===== src/rtl/adc_spi_reader.sv =====
// SPI master for a CS-framed serial ADC: runs back-to-back frames while enabled,
// extracts the data field and offers it on a 1-deep valid/ready stream.
module adc_spi_reader #(
    parameter int unsigned CLK_DIV    = 4,
    parameter int unsigned FRAME_BITS = 16,
    parameter int unsigned LEAD_BITS  = 4,
    parameter int unsigned DATA_BITS  = 12,
    parameter int unsigned QUIET      = 8
) (
    input  logic                 clk,
    input  logic                 rst_n,
    input  logic                 enable,
    output logic                 sclk,
    output logic                 cs_n,
    input  logic                 miso,
    output logic [DATA_BITS-1:0] sample,
    output logic                 sample_valid,
    input  logic                 sample_ready,
    output logic                 overrun,
    output logic                 frame_err
);

    localparam int unsigned CNT_MAX = (CLK_DIV > QUIET) ? CLK_DIV : QUIET;
    localparam int unsigned CNT_W   = $clog2(CNT_MAX + 1);
    localparam int unsigned BIT_W   = $clog2(FRAME_BITS + 1);
    localparam int unsigned DATA_HI = FRAME_BITS - LEAD_BITS - 1;

    typedef enum logic [1:0] {
        S_IDLE,
        S_SETUP,
        S_SHIFT,
        S_QUIET
    } state_t;

    state_t                state_q, state_d;
    logic [CNT_W-1:0]      cnt_q, cnt_d;
    logic [BIT_W-1:0]      bit_q, bit_d;
    logic [FRAME_BITS-1:0] shift_q, shift_d;
    logic                  sync1_q, sync2_q;
    logic                  sclk_d, cs_n_d, valid_d, overrun_d, frame_err_d;
    logic [DATA_BITS-1:0]  sample_d;
    logic                  complete;

    // State, counters, synchronizer and all outputs are registers
    always_ff @(posedge clk) begin
        if (!rst_n) begin
            state_q      <= S_IDLE;
            cnt_q        <= '0;
            bit_q        <= '0;
            shift_q      <= '0;
            sync1_q      <= 1'b0;
            sync2_q      <= 1'b0;
            sclk         <= 1'b1;
            cs_n         <= 1'b1;
            sample       <= '0;
            sample_valid <= 1'b0;
            overrun      <= 1'b0;
            frame_err    <= 1'b0;
        end else begin
            state_q      <= state_d;
            cnt_q        <= cnt_d;
            bit_q        <= bit_d;
            shift_q      <= shift_d;
            sync1_q      <= miso;
            sync2_q      <= sync1_q;
            sclk         <= sclk_d;
            cs_n         <= cs_n_d;
            sample       <= sample_d;
            sample_valid <= valid_d;
            overrun      <= overrun_d;
            frame_err    <= frame_err_d;
        end
    end

    always_comb begin
        state_d     = state_q;
        cnt_d       = cnt_q;
        bit_d       = bit_q;
        shift_d     = shift_q;
        sclk_d      = sclk;
        cs_n_d      = cs_n;
        sample_d    = sample;
        valid_d     = sample_valid;
        overrun_d   = overrun;
        frame_err_d = 1'b0;
        complete    = 1'b0;

        case (state_q)
            S_IDLE: begin
                sclk_d = 1'b1;
                cs_n_d = 1'b1;
                cnt_d  = '0;
                if (enable) begin
                    state_d = S_SETUP;
                    cs_n_d  = 1'b0;
                end
            end
            S_SETUP: begin
                if (cnt_q == CNT_W'(CLK_DIV - 1)) begin
                    state_d = S_SHIFT;
                    sclk_d  = 1'b0;
                    cnt_d   = '0;
                    bit_d   = '0;
                end else begin
                    cnt_d = cnt_q + CNT_W'(1);
                end
            end
            S_SHIFT: begin
                if (cnt_q != CNT_W'(CLK_DIV - 1)) begin
                    cnt_d = cnt_q + CNT_W'(1);
                end else begin
                    cnt_d = '0;
                    if (!sclk) begin
                        sclk_d = 1'b1;
                    end else begin
                        // Sample late in the high half so the 2-flop delay still sees settled data
                        shift_d = (shift_q << 1) | FRAME_BITS'(sync2_q);
                        if (bit_q == BIT_W'(FRAME_BITS - 1)) begin
                            state_d  = S_QUIET;
                            cs_n_d   = 1'b1;
                            sclk_d   = 1'b1;
                            complete = 1'b1;
                        end else begin
                            sclk_d = 1'b0;
                            bit_d  = bit_q + BIT_W'(1);
                        end
                    end
                end
            end
            S_QUIET: begin
                if (cnt_q == CNT_W'(QUIET - 1)) begin
                    cnt_d = '0;
                    if (enable) begin
                        state_d = S_SETUP;
                        cs_n_d  = 1'b0;
                    end else begin
                        state_d = S_IDLE;
                    end
                end else begin
                    cnt_d = cnt_q + CNT_W'(1);
                end
            end
            default: state_d = S_IDLE;
        endcase

        // Output stream: a completion overrides a same-cycle transfer
        if (sample_valid && sample_ready) valid_d = 1'b0;
        if (complete) begin
            sample_d    = shift_d[DATA_HI -: DATA_BITS];
            valid_d     = 1'b1;
            frame_err_d = |shift_d[FRAME_BITS-1 -: LEAD_BITS];
            if (sample_valid && !sample_ready) overrun_d = 1'b1;
        end
    end

endmodule


===== config.mk =====
export PLATFORM = sky130hd
export DESIGN_NAME = adc_spi_reader
export DESIGN_NICKNAME = d
export VERILOG_FILES = /design/src/rtl/adc_spi_reader.sv
export SDC_FILE = /design/constraint.sdc
export NUM_CORES = 1
export LEC_CHECK = 0
export BUFFER_PORTS_ARGS = -buffer_cell sky130_fd_sc_hd__clkbuf_2
export CAP_MARGIN = 15
export CORE_ASPECT_RATIO = 1.25
export CORE_MARGIN = 4
export CORE_UTILIZATION = 35
export CTS_BUF_LIST = sky130_fd_sc_hd__clkbuf_8
export CTS_CLUSTER_DIAMETER = 30
export DETAILED_ROUTE_END_ITERATION = 16
export GPL_TIMING_DRIVEN = 0
export MAX_ROUTING_LAYER = met4
export RECOVER_POWER = 50
export SETUP_SLACK_MARGIN = 0.15
export SYNTH_ARGS = -nofsm -noshare
export SYNTH_HDL_FRONTEND = slang
export SYNTH_SLANG_ARGS = --single-unit

===== constraint.sdc =====
create_clock -name clk -period 5.2 [get_ports clk]
set_clock_uncertainty 0.1 [all_clocks]
set_input_delay 0.26 -clock clk [delete_from_list [all_inputs] [get_ports clk]]
set_output_delay 0.26 -clock clk [all_outputs]
set_load 0.03 [all_outputs]

* Word-level counts from Yosys, hierarchy flattened
Cells that the tools add are included.
** Word-level totals
- Logic and storage cells :: 82
- Output and inout port bits :: 17
- Bits of input ports :: 5
- Register bits after elaboration :: 46
** Cells by class
- $add $sub $neg :: 2
- Multiplexer cells :: 37
- Bitwise logic cells :: 1
- Reduce and logical (&&, ||, !) cells :: 15
- Equal/unequal tests :: 15
** Operators by type and width (number)
- $mux W16 :: 3
- $mux W5 :: 4
- $mux W1 :: 16
- $ne A2 B2 Y1 const B :: 8
- $or A16 B1 Y16 :: 1
- $pmux W4 S4 :: 1
- $mux W2 :: 6
- $mux W4 :: 3
- $reduce_and A6 Y1 :: 2
- $pmux W5 S2 :: 1
- $pmux W2 S4 :: 1
- $pmux W1 S3 :: 2
- $reduce_bool A3 Y1 :: 2
- $add A5 B1 Y5 const B :: 1
- $eq A5 B4 Y1 const B :: 1
- $reduce_and A5 Y1 :: 1
- $add A4 B1 Y4 const B :: 1
- $eq A2 B2 Y1 const B :: 2
- $eq A4 B2 Y1 const B :: 1
- $eq A4 B3 Y1 const B :: 1
- $ne A4 B2 Y1 const B :: 1
- $reduce_and A2 Y1 :: 2
- $reduce_bool A2 Y1 :: 2
- $reduce_or A4 Y1 :: 1
- 5 further kinds :: 6

* Longest topological paths before layout
Gate-level depths: netlist (run 1).
- Word-level depth :: 6
- Mapped depth :: 7
- Gate-level depth less buffers :: 7

* Worst setup path before layout (run 1)
No wires, ideal clock.
- Kind :: flip-flop to flip-flop
- From :: register bit_q[0]
- To :: register bit_q[2]
- Period minus slack after synthesis :: 1.883 ns
- Slack :: 3.317 ns
- Data required time :: 4.984 ns
- Stages on the path, launching flop included :: 8
- Arrival :: 1.667 ns
- Setup time :: 0.116 ns
- Path through :: dfxtp_1 > ha_1 > and3_1 > ha_1 > nand3b_1 > a21boi_4 > o21ai_1 > a31o_2
** Between the ends
- Cells in the longest elaborated chain, start to end :: 5
- Elaborated cells on any way between the ends :: 8
** RTL lines
- start, declared :: line 37 : logic [BIT_W-1:0] bit_q, bit_d;
- start signal, assigned :: line 62 : bit_q <= bit_d;
- $add A5 B1 Y5 :: line 125 : bit_d = bit_q + BIT_W'(1);
- $mux W5 :: line 118 : if (bit_q == BIT_W'(FRAME_BITS - 1)) begin
- $mux W5 :: line 113 : if (!sclk) begin
- $mux W5 :: line 109 : if (cnt_q != CNT_W'(CLK_DIV - 1)) begin
- $pmux W5 S2 :: line 88 : case (state_q)
Several ways; a longest one is shown, not always the timed one. The select of a mux whose other input is x is not followed.
A chain may end at the register's enable or synchronous reset.

* Worst setup path after layout (run 1)
- From :: register cnt_q[0]
- To :: register sample[6]
** Between the ends
- Cells in the longest elaborated chain, start to end :: 3
- Elaborated cells on any way between the ends :: 5
** RTL lines
- start, declared :: line 36 : logic [CNT_W-1:0] cnt_q, cnt_d;
- start signal, assigned :: line 61 : cnt_q <= cnt_d;
- $ne A4 B2 Y1 * :: line 109
- $mux W16 / $mux W1 (equally long branches) :: line 109
- $mux W16 / $mux W1 (equally long branches) :: line 88
- end signal, assigned :: line 68 : sample <= sample_d;
- end, declared :: line 16 : output logic [DATA_BITS-1:0] sample,
Mark *: on every way between the ends. The rest lies on a longest branch, timed or not.

==> results of run 1 <==
## sequential cells by signal (all words and copies together), names as in the netlist
name	cells
shift_q	15
sample	12
bit_q	5
cnt_q	4
state_q	2
cs_n	1
frame_err	1
overrun	1
sample_valid	1
sclk	1
sync1_q	1
sync2_q	1
## layer usage
metal / vias to the layer above / global-route usage / wire (um) / share of wire
li1: 811 / - / - / -
met1: 704 / 0.148 / 1750 / 0.48
met2: 25 / 0.191 / 1750 / 0.48
met3: 5 / 0.0299 / 128 / 0.035
met4: 0 / 0.0356 / 44 / 0.012
met5: - / - / 0 / 0
## report_power, final
group / switching [uW] / total, uW / internal [uW]
logic: 117 / 189 / 71.7
registers: 16.7 / 378 / 361
clock network: 121 / 265 / 144
## cells by family (layout without fill, tap and decap cells)
group | count (synthesis) | after routing | share of synthesized area
AOI/OAI and AO/OA | 43 | 43 | 0.143
xor gates and xnor gates | 1 | 1 | 0.00453
adders and majority gates | 10 | 10 | 0.0647
buffers and inverters | 20 | 48 | 0.0531
DFF | 45 | 45 | 0.466
muxes | 5 | 5 | 0.0265
and+or+nand+nor | 101 | 101 | 0.242
## cells in the mapped netlist (2+ instances only)
library cell,number
a21oi_1,28
and3_1,2
a31o_2,2
inv_1,8
and2_1,3
nor4_1,3
nand2_1,60
nand2b_1,2
dfxtp_1,45
ha_1,10
nand3_1,6
clkbuf_1,4
o21a_1,3
mux2i_1,4
nand3b_1,3
a211oi_1,2
buf_2,4
nor2_1,13
## critical path, cell delays in order, from the launching register on
cell	delay [ns]
dfxtp_1	0.37
ha_1	0.22
nor3b_1	0.67
nand4_1	0.40
buf_2	0.31
nand2_1	0.09
a21oi_1	0.06
## per-stage QoR
stage	setup WS [ns]	hold slack, ns	utilization	std cells
final	2.86	0.0650	0.407	317
after global routing	2.58	0.0557	0.407	317
after CTS	3.14	0.0549	0.412	317
after detailed placement	3.15	0.347	0.391	309
after global placement	3.15	0.335	0.391	309
after floorplan	3.32	0.287	-	225
## area by class of cell
type,instances,area [um^2],share of cell area
tap,64,80.1,0.0364
clock buffer,5,68.8,0.0313
sequential,45,901,0.409
multi-input combinational,160,925,0.420
timing repair buffer,20,78.8,0.0358
inverter,8,30.0,0.0136
clock inverter,3,46.3,0.0210
buffer,12,72.6,0.0330
## worst min-delay path by stage
stage                    from   endpoint  slack [ns]  cells past startpoint
floorplan                miso    sync1_q        0.29                      1
global placement     cnt_q[0]   cnt_q[0]        0.33                      1
detailed placement  sample[8]  sample[8]        0.35                      2
CTS                      miso    sync1_q        0.05                      2
global route             miso    sync1_q        0.06                      2
finish                   miso    sync1_q        0.06                      2
==> results.yml, run 1 <==
routing:
  vias: 1545
  via_per_inst: 4.87
  drc: 0
  wl_per_cell_um: 11.6
  dr.pass1.iters: 4
  antenna_left: 0
  totalWireLength_mm: 3.67
  drt-initial-drc-count: 55
critical_path:
  cp-end-kind: "flop"
  worstPathRequired_ns: 5.27
  cp-start-kind: "flop"
  reg2reg_to: "sample[6]"
  cp.arrival_ns: 2.41
  crit_start: "cnt_q[0]"
  setup.worst_path.class: "flop to flop"
  rr_startpoint: "cnt_q[0]"
  critPathMaxFanout: 10
  rrSetupSlack_ns: 2.86
  critPathCapture: "sample[6]"
  r2r_cells: 6
cts:
  numClockSinks: 45
  cts_tree: "yes"
  clock_latency_ns: 0.29
  cts-root-buf: "clkbuf_8"
  hold_buffers: 0
  path_clk_slew_ns: 0.09
  post_cts_buffers: 0
  clockBufferDepth: 2
  cts-resized-gates: 0
  cts_buffers: 5
  htreeDepth: 2
timing:
  max_clock_freq_mhz: 427
  tightestPinTransition_ns: 0.784
  slew_headroom: 0.476
  period_needed_ns: 2.34
  rsz0062_at_grt: "no"
  hold_violations: 0
  fin_setup_tns_ns: 0
  finalSetupViolCount: 0
  slew_violations: 0
  fin_crit_sh: 0.450
floorplan:
  coreArea_um2: 5410
  die_x_um: 74.5
  start_util: 0.358
  fp-row-count: 30
  ios: 22
  die-area_um2: 6780
  die_h_um: 91.1
power_and_ir_drop:
  power_uw: 832
  power_density_nw_per_um2: 378
  p_leak_uw: 0.000766
  peakVddDrop_uv: 213
place:
  place_congestion: 0.813
  port_buffers: 20
  dpl.hpwl_mm: 2.62
  dpl_cell_area_um2: 2110
synth:
  ys_seq_area_frac: 0.466
  synth_nets: 240
  synth_cells: 225
  yosys.area.top_type: "dfxtp_1"
  synth_area_leaders: "dfxtp_1 47%, nand2_1 12%, a21oi_1 7.2%"
  netlist_area_um2: 1930
  synth_ff_type: "dfxtp_1"
  synth_seq_cells: 45
  synthArstFlopShare: 0
  synth_top_area_frac: 0.466
  synth-edff-count: 0
  netlist-cell-type-count: 41
  syn_avg_cell_area_um2: 8.59
  yosysWarnings: 0
cells_and_area:
  final_nets: 267
  drive_gt1_frac: 0.0988
  final_area_um2: 2200
  fillCellCount: 572
  synthToLayoutAreaGrowth_pct: 13.9
  antennaDiodeCount: 0
  layout_common_cells: "60 x nand2_1, 45 x dfxtp_1, 28 x a21oi_1, 21 x clkbuf_1, 13 x nor2_1"
  final_common_cell: "nand2_1"
global_route:
  grt_max_degree: 16
  grt_pass1_vias: 1421
  grt_use_total: 0.120
  grt_first_pass_wirelength_mm: 6.38
  antenna_found_initial: 0
  grt-ovfl-total: 0
run_status:
  status: "completed"
min_path:
  min-delay-path-class: "input pin to flop"
job:
  drv_cap: 0
Note: power is estimated with default switching activity, not from simulation.
==> run 2: changes to the inputs <==
clock period = 2 ns   (was 5.2 ns; I/O delays follow)
==> results.yml, run 2 (same netlist as run 1, synthesis figures left out) <==
routing:
  drc: 0
  drt-initial-drc-count: 46
  vias: 1592
  totalWireLength_mm: 4.02
  via_per_inst: 4.88
  dr.pass1.iters: 4
  antenna_left: 0
  wl_per_cell_um: 12.3
critical_path:
  setup.worst_path.class: "flop to flop"
  cp.arrival_ns: 1.99
  cp-start-kind: "flop"
  worstPathRequired_ns: 2.11
  cp-end-kind: "flop"
  critPathMaxFanout: 6
floorplan:
  ios: 22
  die_h_um: 91.1
  coreArea_um2: 5410
  die-area_um2: 6780
  die_x_um: 74.5
  start_util: 0.358
  fp-row-count: 30
cells_and_area:
  largest_register_ffs: 15
  utilization: 0.439
  drive_gt1_frac: 0.195
  fillCellCount: 570
  synthToLayoutAreaGrowth_pct: 22.8
  layout_common_cells: "59 x nand2_1, 41 x dfxtp_1, 28 x a21oi_1, 22 x clkbuf_1, 12 x nor2_1"
  antennaDiodeCount: 0
  reg.largest.list: "shift_q: 15 flops, sample: 12 flops, bit_q: 5 flops"
  final_nets: 276
  max_flop_register: "shift_q"
  final_common_cell: "nand2_1"
cts:
  cts-root-buf: "clkbuf_8"
  clockBufferDepth: 2
  htreeDepth: 2
  path_clk_slew_ns: 0.08
  numClockSinks: 45
  clock_latency_ns: 0.29
  cts_tree: "yes"
  cts_buffers: 5
timing:
  tightestPinTransition_ns: 0.569
  hold_violations: 0
  slew_violations: 0
  period_needed_ns: 1.88
  max_clock_freq_mhz: 532
  fin_crit_sh: 0.941
  rsz0062_at_grt: "yes"
  slew_headroom: 0.621
  finalSetupViolCount: 0
power_and_ir_drop:
  p_leak_uw: 0.000817
  power_density_nw_per_um2: 969
  peakVddDrop_uv: 464
  power_uw: 2300
place:
  dpl.hpwl_mm: 2.73
  port_buffers: 20
  place_congestion: 0.802
job:
  drv_cap: 0
global_route:
  grt-ovfl-total: 0
  grt_use_total: 0.128
  grt_first_pass_wirelength_mm: 6.78
  grt_pass1_vias: 1534
  grt_max_degree: 15
  antenna_found_initial: 0
run_status:
  status: "completed"
min_path:
  min-delay-path-class: "input pin to flop"
-- run 2: changes by cell type in the layout (fill, tap and decap cells not counted), moves of 2 or more --
cell	delta
ha_2	+2
dfxtp_1	-4
buf_6	+2
buf_4	+6
buf_2	-2
dfxtp_2	+3
ha_4	+2
ha_1	-4
-- run 2: layer usage --
| metal | routed length [um] | up-vias | GRT usage |
|---|---|---|---|
| met4 | 48 | 0 | 0.0326 |
| li1 | - | 830 | - |
| met1 | 1760 | 733 | 0.146 |
| met5 | 0 | - | - |
| met2 | 2060 | 23 | 0.219 |
| met3 | 153 | 6 | 0.0299 |
-- run 2: critical path, cell delays in order, from the launching register on --
cell and delay (ns):
dfxtp_2 0.38, inv_2 0.09, ha_2 0.24, nor3_2 0.25, a311oi_2 0.09, or3_4 0.42, a221oi_2 0.22
-- run 2: stage by stage --
stage                     TNS, ns  cells  setup slack, ns  cell area, um^2  hold WS, ns
after floorplan                 0    225            0.164             1940        0.127
after CTS                       0    323            0.158             2340     0.000536
after detailed placement   -0.187    309          -0.0285             2120        0.209
final                           0    326            0.119             2370      0.00325
after global placement     -0.316    309          -0.0375             2120        0.213
after global routing            0    326           0.0518             2370       0.0297
-- run 2: power breakdown --
group	total (uW)	switching [uW]	internal, uW
logic	599	348	251
registers	993	46.4	947
clock network	709	303	406
-- run 2: area by class of cell --
class | count | area (um^2) | area share
repair buffers | 29 | 145 | 0.0611
clock inverters | 2 | 37.5 | 0.0158
flip-flops and latches | 45 | 908 | 0.383
inverters | 8 | 30.0 | 0.0126
plain buffers | 12 | 85.1 | 0.0358
multi-input cells | 160 | 1010 | 0.424
well taps | 64 | 80.1 | 0.0337
clock buffers | 6 | 82.6 | 0.0348
-- run 2: final timing paths --
kind | slack [ns] | cells after the start | to | startpoint
min reg2reg | 0.36 | 2 | sample[7] | sample[7]
max reg2reg | 0.12 | 6 | state_q[0] | state_q[0]
max | 0.12 | 6 | state_q[0] | state_q[0]
min | 0.003 | 3 | sample_valid | sample_ready
-- run 2: repair_timing --
action / in CTS / in global routing
gates resized for setup: 15 / 13
pin swaps: 7 / 6
hold buffers: 1 / 0
hold endpoints to repair: 1 / 0
setup buffers: 5 / 3
endpoints found under the setup margin: 27 / 29
==> run 3: changes to the inputs <==
MAX_ROUTING_LAYER = not set   (was met4)
==> results.yml, run 3 (same netlist as run 1, synthesis figures left out) <==
cells_and_area:
  reg.largest.list: "shift_q: 15 flops, sample: 12 flops, bit_q: 5 flops"
  drive_gt1_frac: 0.195
  largest_register_ffs: 15
  final_nets: 276
  antennaDiodeCount: 0
  layout_common_cells: "59 x nand2_1, 41 x dfxtp_1, 28 x a21oi_1, 22 x clkbuf_1, 12 x nor2_1"
  final_common_cell: "nand2_1"
  final_area_um2: 2370
  max_flop_register: "shift_q"
  synthToLayoutAreaGrowth_pct: 22.8
critical_path:
  path_cells: "inv_2 -> ha_2 -> nor3_2 -> a311oi_2 -> or3_4 -> a221oi_2"
  crit_start: "state_q[0]"
  max_stage_delay_ns: 0.42
  cp.arrival_ns: 1.99
  critPathMaxFanout: 6
  rr_startpoint: "state_q[0]"
  path_buf_inv: 1
  cp-end-kind: "flop"
  critPathSlowestCell: "or3_4"
  setup.worst_path.class: "flop to flop"
  worstPathRequired_ns: 2.11
  crit_family: "simple AND/OR/NAND/NOR gates"
  cp-start-kind: "flop"
cts:
  cts-root-buf: "clkbuf_8"
  clock_latency_ns: 0.29
  htreeDepth: 2
  numClockSinks: 45
  cts_buffers: 5
  path_clk_slew_ns: 0.08
  cts_tree: "yes"
  clockBufferDepth: 2
timing:
  rsz0062_at_grt: "yes"
  max_clock_freq_mhz: 531
  slew_headroom: 0.621
  period_needed_ns: 1.88
  fin_setup_tns_ns: 0
  fin_crit_sh: 0.942
  hold_violations: 0
  fin_ws_ns: 0.115
  whs_ns: 0.00313
  slew_violations: 0
  finalSetupViolCount: 0
  tightestPinTransition_ns: 0.568
min_path:
  min-delay-path-class: "input pin to flop"
  holdCritStartpoint: "sample_ready"
routing:
  dr.pass1.iters: 4
  wl_per_cell_um: 12.4
  top_layer_used: "met4"
  wirelength_met1_mm: 1.79
  totalWireLength_mm: 4.05
  antenna_left: 0
  drt-initial-drc-count: 43
  wl_met3_um: 150
  wl_met2_mm: 2.06
  vias: 1590
  via_per_inst: 4.88
  drc: 0
global_route:
  antenna_found_initial: 0
  grt_pass1_vias: 1532
  grt_max_degree: 15
  grt_use_total: 0.124
  grt-ovfl-total: 0
  grt_first_pass_wirelength_mm: 6.78
power_and_ir_drop:
  p_switching_uw: 701
  p_leak_uw: 0.000817
  p_sw_frac: 0.304
  intPower_uw: 1600
  power.share.clock: 0.308
  combPwrFrac: 0.261
  power_density_nw_per_um2: 971
  power_uw: 2310
  power_frac_seq: 0.431
  peakVddDrop_uv: 464
place:
  dpl.hpwl_mm: 2.73
  dpl_cell_area_um2: 2120
  place_congestion: 0.790
  pre_cts_slack_ns: -0.0285
  port_buffers: 20
floorplan:
  start_util: 0.358
  coreArea_um2: 5410
  die-area_um2: 6780
  die_h_um: 91.1
  die_x_um: 74.5
  fp-row-count: 30
  ios: 22
run_status:
  status: "completed"
job:
  drv_cap: 0
## run 3: cell counts in the layout (fill, tap and decap cells not counted)
Identical to the previous run, type by type.
## run 3: metal layers
| metal | GRT usage | up-vias |
|---|---|---|
| met5 | 0 | - |
| met4 | 0.0326 | 0 |
| met3 | 0.0310 | 6 |
| met2 | 0.218 | 19 |
| met1 | 0.146 | 736 |
| li1 | - | 829 |
## run 3: power groups by stage
| stage | combinational, uW | clock (uW) | sequential, uW |
|---|---|---|---|
| floorplan | 366 | 0 | 1030 |
| global placement | 499 | 0 | 1000 |
| detailed placement | 498 | 0 | 1000 |
| CTS | 533 | 739 | 993 |
| global route | 663 | 772 | 1000 |
| finish | 602 | 710 | 993 |
## run 3: area by class of cell
class / instances / area, um^2
clock buffers: 6 / 82.6
clock inverters: 2 / 37.5
fillers: 570 / 3030
multi-input cells: 160 / 1010
inverters: 8 / 30.0
repair buffers: 29 / 145
flip-flops and latches: 45 / 908
plain buffers: 12 / 85.1
well taps: 64 / 80.1
## run 3: timing repair
action,in CTS,in global routing
pin swaps,7,6
gates resized for setup,15,13
endpoints found under the hold margin,1,0
buffers inserted,5,3
hold buffers,1,0
setup endpoints to repair,27,29
## run 3: worst register-to-register path: cells and delay by family, from the launching register on
kind | cells | cell delay [ns]
fa+ha+maj | 1 | 0.24
compound gates | 2 | 0.31
simple gates | 2 | 0.68
buf+inv | 1 | 0.09
flops | 1 | 0.38
## run 3: final timing paths
| check | end | slack [ns] | cells past startpoint |
|---|---|---|---|
| worst max register to register | state_q[0] | 0.12 | 6 |
| worst min-delay path | sample_valid | 0.003 | 3 |
| worst min register to register | sample[7] | 0.36 | 2 |
| worst max-delay path | state_q[0] | 0.12 | 6 |
## run 3: per-stage QoR
stage          instances  utilization
2_1_floorplan        225            -
3_3_place_gp         309        0.391
3_5_place_dp         309        0.391
4_1_cts              323        0.433
5_1_grt              326        0.439
6_report             326        0.439
